File: src/rtl/fifo_arb_pkg.sv
// Shared types and helpers for the fifo push arbiter.
// Holds the FSM state encoding and the width-derivation function.
package fifo_arb_pkg;

  typedef enum logic {
    IDLE  = 1'b0,
    BURST = 1'b1
  } arb_state_e;

  // Smallest r with 2**r >= value; used to size index and counter fields.
  function automatic int ceil_log2(input int value);
    int result;
    result = 0;
    for (int i = 0; i < 31; i++) begin
      if ((1 << i) < value) result = i + 1;
    end
    return result;
  endfunction

endpackage

File: src/rtl/rr_pick.sv
// Rotating-priority picker: first asserted request at or above rr_ptr,
// wrapping modulo NUM_REQ (which need not be a power of two).
module rr_pick #(
  parameter int NUM_REQ = 4,
  parameter int RW      = 2
) (
  input  logic [NUM_REQ-1:0] req,
  input  logic [RW-1:0]      rr_ptr,
  output logic               any,
  output logic [NUM_REQ-1:0] win,
  output logic [RW-1:0]      win_idx
);

  // cand_idx[k] is the requester examined at priority rank k.
  logic [RW-1:0] cand_idx [NUM_REQ];

  generate
    for (genvar gi = 0; gi < NUM_REQ; gi++) begin : g_cand
      logic [RW:0] sum;
      assign sum = {1'b0, rr_ptr} + (RW+1)'(gi);
      assign cand_idx[gi] = (sum >= (RW+1)'(NUM_REQ)) ? RW'(sum - (RW+1)'(NUM_REQ))
                                                       : sum[RW-1:0];
    end
  endgenerate

  // Scan from lowest priority upward so the highest-priority hit lands last.
  always_comb begin
    any     = 1'b0;
    win_idx = '0;
    for (int k = NUM_REQ - 1; k >= 0; k--) begin
      if (req[cand_idx[k]]) begin
        any     = 1'b1;
        win_idx = cand_idx[k];
      end
    end
    win = '0;
    if (any) win[win_idx] = 1'b1;
  end

endmodule

File: src/rtl/fifo_push_arb.sv
// Round-robin burst arbiter sharing the fifo_cntl push port between producers.
// Grants are combinational from req/full_ff/state; no push is issued while full.
module fifo_push_arb
  import fifo_arb_pkg::*;
#(
  parameter  int NUM_REQ   = 4,
  parameter  int MAX_BURST = 4,
  localparam int RW        = ceil_log2(NUM_REQ),
  localparam int CW        = ceil_log2(MAX_BURST + 1)
) (
  input  logic               clk,
  input  logic               rst_n,
  input  logic [NUM_REQ-1:0] req,
  input  logic               full_ff,
  output logic [NUM_REQ-1:0] gnt,
  output logic [RW-1:0]      gnt_idx,
  output logic               push,
  output logic               busy,
  output logic [CW-1:0]      burst_cnt
);

  arb_state_e         state_reg, state_next;
  logic [RW-1:0]      rr_ptr_reg, rr_ptr_next;
  logic [RW-1:0]      owner_reg, owner_next;
  logic [CW-1:0]      burst_cnt_reg, burst_cnt_next;
  logic [RW-1:0]      gnt_idx_reg;
  logic [NUM_REQ-1:0] gnt_c;
  logic [RW-1:0]      sel_idx;

  logic               pick_any;
  logic [NUM_REQ-1:0] pick_onehot;
  logic [RW-1:0]      pick_idx;

  function automatic logic [RW-1:0] wrap_inc(input logic [RW-1:0] idx);
    return (idx == RW'(NUM_REQ - 1)) ? '0 : idx + 1'b1;
  endfunction

  rr_pick #(
    .NUM_REQ (NUM_REQ),
    .RW      (RW)
  ) u_pick (
    .req     (req),
    .rr_ptr  (rr_ptr_reg),
    .any     (pick_any),
    .win     (pick_onehot),
    .win_idx (pick_idx)
  );

  always_comb begin
    state_next     = state_reg;
    rr_ptr_next    = rr_ptr_reg;
    owner_next     = owner_reg;
    burst_cnt_next = burst_cnt_reg;
    gnt_c          = '0;
    sel_idx        = owner_reg;
    case (state_reg)
      IDLE: begin
        if (!full_ff && pick_any) begin
          gnt_c          = pick_onehot;
          sel_idx        = pick_idx;
          owner_next     = pick_idx;
          burst_cnt_next = CW'(1);
          if (MAX_BURST == 1) rr_ptr_next = wrap_inc(pick_idx);
          else                state_next  = BURST;
        end
      end
      BURST: begin
        // A dropped request costs one bubble; a full fifo only stalls.
        if (!req[owner_reg]) begin
          state_next  = IDLE;
          rr_ptr_next = wrap_inc(owner_reg);
        end else if (!full_ff) begin
          gnt_c[owner_reg] = 1'b1;
          burst_cnt_next   = burst_cnt_reg + 1'b1;
          if (burst_cnt_next == CW'(MAX_BURST)) begin
            state_next  = IDLE;
            rr_ptr_next = wrap_inc(owner_reg);
          end
        end
      end
      default: state_next = IDLE;
    endcase
  end

  // Reset drops an in-flight grant immediately, not at the next edge.
  assign gnt       = rst_n ? gnt_c : '0;
  assign push      = |gnt;
  assign gnt_idx   = push ? sel_idx : gnt_idx_reg;
  assign busy      = (state_reg == BURST);
  assign burst_cnt = burst_cnt_reg;

  always_ff @(posedge clk or negedge rst_n) begin
    if (!rst_n) begin
      state_reg     <= IDLE;
      rr_ptr_reg    <= '0;
      owner_reg     <= '0;
      burst_cnt_reg <= '0;
      gnt_idx_reg   <= '0;
    end else begin
      state_reg     <= state_next;
      rr_ptr_reg    <= rr_ptr_next;
      owner_reg     <= owner_next;
      burst_cnt_reg <= burst_cnt_next;
      gnt_idx_reg   <= gnt_idx;
    end
  end

endmodule

File: config.mk
export PLATFORM = sky130hd
export DESIGN_NAME = fifo_push_arb
export DESIGN_NICKNAME = d
export VERILOG_FILES = /design/src/rtl/fifo_arb_pkg.sv /design/src/rtl/rr_pick.sv /design/src/rtl/fifo_push_arb.sv
export SDC_FILE = /design/constraint.sdc
export NUM_CORES = 1
export LEC_CHECK = 0
export ABC_AREA = 1
export BUFFER_PORTS_ARGS = -buffer_cell sky130_fd_sc_hd__buf_2
export CAP_MARGIN = 40
export CORE_ASPECT_RATIO = 1.4
export CORE_MARGIN = 5
export CORE_UTILIZATION = 51
export CTS_BUF_LIST = sky130_fd_sc_hd__clkbuf_4
export CTS_CLUSTER_DIAMETER = 200
export DETAILED_ROUTE_END_ITERATION = 7
export PLACE_DENSITY = 0.77
export SYNTH_ARGS = -nofsm -noshare
export SYNTH_HDL_FRONTEND = slang
export SYNTH_HIERARCHICAL = 1
export SYNTH_SLANG_ARGS = --single-unit
File: constraint.sdc
create_clock -name clk -period 1.75 [get_ports clk]
set_input_delay 0.175 -clock clk [delete_from_list [all_inputs] [get_ports clk]]
set_output_delay 0.175 -clock clk [all_outputs]
set_load 0.1 [all_outputs]
==> results of run 1 <==
## cell usage after synthesis, drive strengths merged
cell type and instances:
nand4 1, xor2 1, inv 26, o31ai 1, nor2 12, mux2 1
o21ai 6, ha 6, nand2 67, dfrtp 10, nand3 19, and2 1
## final timing paths
check	end	cells past startpoint	start
hold reg to reg	gnt_idx_reg[1]$_DFF_PN0_	2	gnt_idx_reg[1]$_DFF_PN0_
hold / removal	burst_cnt[2]$_DFFE_PN0P_	4	full_ff
setup reg to reg	gnt_idx_reg[1]$_DFF_PN0_	18	rr_ptr_reg[0]$_DFFE_PN0P_
max in group asynchronous	rr_ptr_reg[0]$_DFFE_PN0P_	3	rst_n
min in group asynchronous	burst_cnt[0]$_DFFE_PN0P_	3	rst_n
setup / recovery	gnt_idx[0]	20	rr_ptr_reg[0]$_DFFE_PN0P_
## cells in the final DEF (no fill, tap or decap), drive strengths merged, types with 2 or more instances in the layout
cell / count
ha: 6
nand2: 67
nor2: 12
dfrtp: 10
nand3: 19
o21ai: 6
clkbuf: 3
inv: 24
buf: 45
clkinvlp: 2
## tightest hold or removal path, cell delays in order
cell and delay [ns]:
buf_2 0.10, inv_2 0.07, nand3_2 0.12, o21ai_1 0.07
## cell type report
type,count,area [µm²],area share (%)
multi-input combinational,115,801,48.9
clock buffer,3,22.5,1.37
timing repair buffer,46,418,25.5
tap,20,25.0,1.53
clock inverter,1,3.75,0.229
inverter,26,113,6.87
sequential,10,256,15.6
## per-layer routing
metal	part of all wire, %	routed length, µm	up-vias
li1	-	-	561
met1	35	1380	575
met2	53	2090	61
met3	6.7	262	22
met4	4.5	174	0
met5	0	0	-
## cell families after synthesis
group	Yosys count	synth area share [%]
AND/OR/NAND/NOR	100	50.2
multiplexers	1	1.17
adder cells (fa/ha/maj)	6	7.78
flip-flops	10	25.9
AO/OA/AOI/OAI	7	3.89
buffers and inverters	26	10.1
XOR/XNOR	1	0.908
## per-stage QoR
step	util (%)	cells	setup TNS [ns]	area, µm²	setup slack [ns]
after floorplan	-	151	-2.96	1050	-0.410
after global placement	80.9	211	-3.11	1440	-0.462
after detailed placement	80.9	211	-4.50	1440	-0.597
after CTS	87.5	219	-5.97	1560	-0.776
after global routing	92.1	221	-9.71	1640	-1.07
final	92.1	221	-7.62	1640	-0.897
## what timing repair did
| item | in CTS | in global routing |
|---|---|---|
| setup buffers | 3 | 2 |
| gates resized for setup | 24 | 24 |
| pin swaps | 9 | 14 |
| setup endpoints to repair | 15 | 15 |
| endpoints found under the hold margin | 10 | 0 |
| hold buffers | 1 | 0 |
==> out/qor.yml, run 1 <==
status: "complete, but fails checks"
failed_checks: "setup timing"
ant_nets: 0
fin_ws_ns: -0.897
row_count: 18
grt_max_degree: 11
maxCapViolations: 0
layout-drive-gt1-share_pct: 59.2
cts_root_buf: "clkbuf_4"
use_met1_pct: 28.1
ys_ff_latch: 10
grt_use_total_pct: 26.4
routabilityCongestion: 0.777
synthCells: 151
fin_skew_ns: 0.000978
clk_pin_slew_ns: 0.07
drc_errors: 0
crit_path_cell_trace: "inv_4 > nand2_1 > nand2_2 > nand2_2 > nand2_2 > nor2_1 > nor2_1 > nand2_1 > nand2_2 > inv_2 > nor2_2 > nand2_1 > nand2_1 > nand2_2 > nand2_4 > inv_4 > nand2_8 > nand2_4 > nand2_8 > buf_12"
syn_area_um2: 965
die-area_um2: 2870
worst_pin_slew_ns: 0.495
core_area_um2: 1780
maxSlewHeadroom_pct: 67.2
path_class: "flop to primary output"
gr-usage-met3_pct: 3.80
antenna_cells: 0
first_pass_iters: 4
io_pins: 18
critPathMaxStageDelay_ns: 0.47
max_clock_freq_mhz: 378
slowest_stage: "dfrtp_2"
port_buffers: 17
antenna_found_initial: 0
cts_sinks: 10
path_common_cell: "nand2_2"
numCtsBuffers: 3
hold_viol_final: 0
detailed_place_hpwl_um: 2140
grt_pass1_wl_um: 5360
synth.largest_area_cell: "dfrtp_1"
synth_cell_type_count: 19
max-clock-path-buffers: 2
first_iter_violations: 50
cp-end-kind: "primary output"
setup_viol: 15
rrSetupSlack_ns: -0.39
busiest_layer: "met2"
drt-total-wl_um: 3900
cp-start-kind: "flop"
fill_cells: 72
hp-class: "primary input to flop"
fin_crit_ns: 2.65
grt_pass1_vias: 1244
synth-seq-area-share_pct: 25.9
overflow: 0
grt_use_met2_pct: 48.8
die_y_um: 61.5
insertion_delay_ns: 0.27
largest_register_ffs: 3
layout.nets: 215
avgSynthCellArea_um2: 6.39
htreeDepth: 1
syn_nets: 164
routedWlPerCell_um: 17.6
die-width_um: 46.8
vias_per_cell: 5.52
rsz0062_at_grt: "yes"
syn2layout_area_growth_pct: 69.9
worstPathBufferInverterCount: 4
arrival_ns: 2.47
vias: 1219
slew_viol_final: 0
crit_required_ns: 1.57
synth_warnings: 6
start_util_pct: 54.2
synth_top_cells_by_area: "dfrtp_1 (26%), nand2_1 (21%), inv_1 (8.2%)"
cts_tree: "done"
synth_top_area_share_pct: 25.9
fin_crit_sh_pct: 151
cp_max_fo: 8
critPathTopFamily: "simple AND/OR/NAND/NOR gates"
worst_hold_slack_ns: 0.297
Power of run 1 is left out: the tool's default activity adds up to more than one toggle a clock period on the data nets, which glitch-free logic cannot reach.
==> inputs of run 2 (changes only) <==
ABC_AREA = 0   (was 1)
CORE_ASPECT_RATIO = unset   (was 1.4)
CORE_UTILIZATION = 50   (was 51)
==> run 2 against run 1 <==
Against the previous run:
- die area decreased by 8.8%
- synthesized cell count down 40%
- flip-flop and latch count stayed put
- non-clock buffer count grew 4
- critical endpoint unchanged
- the run still ends with setup timing left
==> out/qor.yml, run 2 <==
status: "complete, but fails checks"
failed_checks: "setup timing"
die-width_um: 51.2
maxSlewHeadroom_pct: 57.8
synth_warnings: 6
ys.flop_type: "dfrtp_1"
cts_tree: "done"
cp-start-kind: "flop"
r2r_cells: 6
maxCapViolations: 0
worst_hold_slack_ns: 0.380
rr_startpoint: "rr_ptr_reg[0]$_DFFE_PN0P_"
grt_pass1_vias: 1021
detailed_place_hpwl_um: 1960
drc_errors: 0
synth.largest_area_cell: "dfrtp_1"
port_buffers: 17
worst_pin_slew_ns: 0.631
leakagePower_uw: 0.000663
max-clock-path-buffers: 2
synth_top_area_share_pct: 29.5
synthTopCellsByCount: "dfrtp_1 (10), ha_1 (6), nor2_1 (6), nor2b_1 (6), nand2_1 (5)"
hold_viol_final: 0
grt_pass1_wl_um: 5260
vias_per_cell: 6.60
avgSynthCellArea_um2: 9.43
start_util_pct: 54.4
setup_viol: 12
layout_common_cells: "buf_4 (28), buf_2 (10), buf_12 (7)"
route.met2.wl_um: 1650
fin_tns_setup_ns: -6.37
clk_pin_slew_ns: 0.07
top_layer: "met4"
met3_wirelength_um: 319
ys_ff_latch: 10
largest_register_ffs: 3
core_area_um2: 1560
layout.nets: 154
cts_root_buf: "clkbuf_4"
fin_crit_sh_pct: 157
routedWlPerCell_um: 22.1
cp-end-kind: "primary output"
synthCells: 90
crit_required_ns: 1.57
cts_sinks: 10
fin_ws_ns: -1.00
postLayoutCoreUtil_pct: 95.1
worstPathBufferInverterCount: 1
arrival_ns: 2.58
ant_nets: 0
overflow: 0
htreeDepth: 1
fin_crit_ns: 2.75
row_count: 14
path_class: "flop to primary output"
die_y_um: 51.2
critPathTopFamily: "simple AND/OR/NAND/NOR gates"
antenna_found_initial: 1
cp_max_fo: 8
r2r_end: "gnt_idx_reg[0]$_DFF_PN0_"
syn_area_um2: 848
hp-class: "primary input to asynchronous set/reset pin"
die-area_um2: 2620
peakVddDrop_uv: 1810
yosysMostFrequentCell: "dfrtp_1"
ys_async_sr_fraction_pct: 100
max_clock_freq_mhz: 363
final_common_cell: "buf_4"
crit_path_cell_trace: "nor2b_2 > o21ai_0 > and3_1 > or4_4 > a32o_4 > mux2_4 > buf_12"
numCtsBuffers: 3
synth_cell_type_count: 38
synth-edff-count: 0
synth-seq-area-share_pct: 29.5
slew_viol_final: 0
grt_max_degree: 11
routabilityCongestion: 0.819
rrSetupSlack_ns: -0.50
first_pass_iters: 4
vias: 1036
wl_met1_um: 1300
rsz0062_at_grt: "yes"
io_pins: 18
fin_skew_ns: 0.00902
powerDensity_nw_per_um2: 2010
slowest_stage: "or4_4"
syn2layout_area_growth_pct: 74.8
critPathMaxStageDelay_ns: 0.49
layout-drive-gt1-share_pct: 62.1
syn_nets: 103
grt_use_total_pct: 27.4
synth_top_cells_by_area: "dfrtp_1 (29%), ha_1 (8.8%), nor2b_1 (4.4%)"
insertion_delay_ns: 0.28
first_iter_violations: 60
drt-total-wl_um: 3470
-- run 2: metal layers --
layer	vias to the layer above	GRT usage [%]
met1	500	31.9
met5	-	0
met3	25	7.56
met2	81	46.4
li1	430	-
met4	0	13.0
-- run 2: how the worst max path moves through the flow --
stage | start | endpoint | slack (ns) | cells after the start
CTS | rr_ptr_reg[0]$_DFFE_PN0P_ | gnt_idx[1] | -0.87 | 7
finish | rr_ptr_reg[0]$_DFFE_PN0P_ | gnt_idx[0] | -1.00 | 7
detailed placement | rr_ptr_reg[1]$_DFFE_PN0P_ | gnt_idx[1] | -0.64 | 7
floorplan | rr_ptr_reg[1]$_DFFE_PN0P_ | gnt_idx_reg[0]$_DFF_PN0_ | -0.63 | 6
global placement | rr_ptr_reg[1]$_DFFE_PN0P_ | gnt_idx[1] | -0.59 | 7
global route | rr_ptr_reg[0]$_DFFE_PN0P_ | gnt_idx[0] | -1.02 | 7
-- run 2: power breakdown --
| part | switching [µW] | total [µW] | internal [µW] | leakage, µW |
|---|---|---|---|---|
| logic | 1310 | 2300 | 991 | 0.000532 |
| clock network | 89.6 | 172 | 82.8 | 0.0000154 |
| registers | 153 | 513 | 360 | 0.000116 |
-- run 2: final cells by class --
cell class | count | area (µm²)
tap | 16 | 20.0
sequential | 10 | 265
fill | 39 | 76.3
clock buffer | 3 | 22.5
timing repair buffer | 50 | 455
multi-input combinational | 72 | 698
inverter | 4 | 15.0
clock inverter | 1 | 3.75
antenna | 1 | 2.50
-- run 2: worst register-to-register path, stage by stage (launching register included) --
cell and delay [ns]:
dfrtp_2 0.48, nor2b_2 0.17, o21ai_0 0.13, and3_1 0.20, or4_4 0.49, a32o_4 0.32
mux2_4 0.33
-- run 2: through the flow --
stage	instances	instance area, µm²	power (µW)	setup slack, ns
6_report	157	1480	2980	-1.00
5_1_grt	157	1480	3130	-1.02
4_1_cts	153	1420	2730	-0.867
3_5_place_dp	145	1330	2440	-0.642
3_3_place_gp	145	1330	2380	-0.585
2_1_floorplan	90	955	1770	-0.629
-- run 2: cell families (layout without fill, tap and decap cells) --
group,after synthesis,in the layout,share of synthesized area [%]
AND/OR/NAND/NOR,32,32,20.5
XOR/XNOR,1,1,1.03
other,0,1,0
flip-flops,10,10,29.5
multiplexers,8,8,11.1
AO/OA/AOI/OAI,25,25,23.6
adder cells (fa/ha/maj),6,6,8.85
buffers and inverters,8,58,5.46
-- run 2: what timing repair did --
action,in CTS,in global routing
cloned,0,0
hold buffers,1,0
pin swaps,2,2
hold endpoints to repair,10,0
endpoints found under the setup margin,12,12
buffers inserted,3,3
resized for setup,9,8
Note: power is estimated with default switching activity, not from simulation.
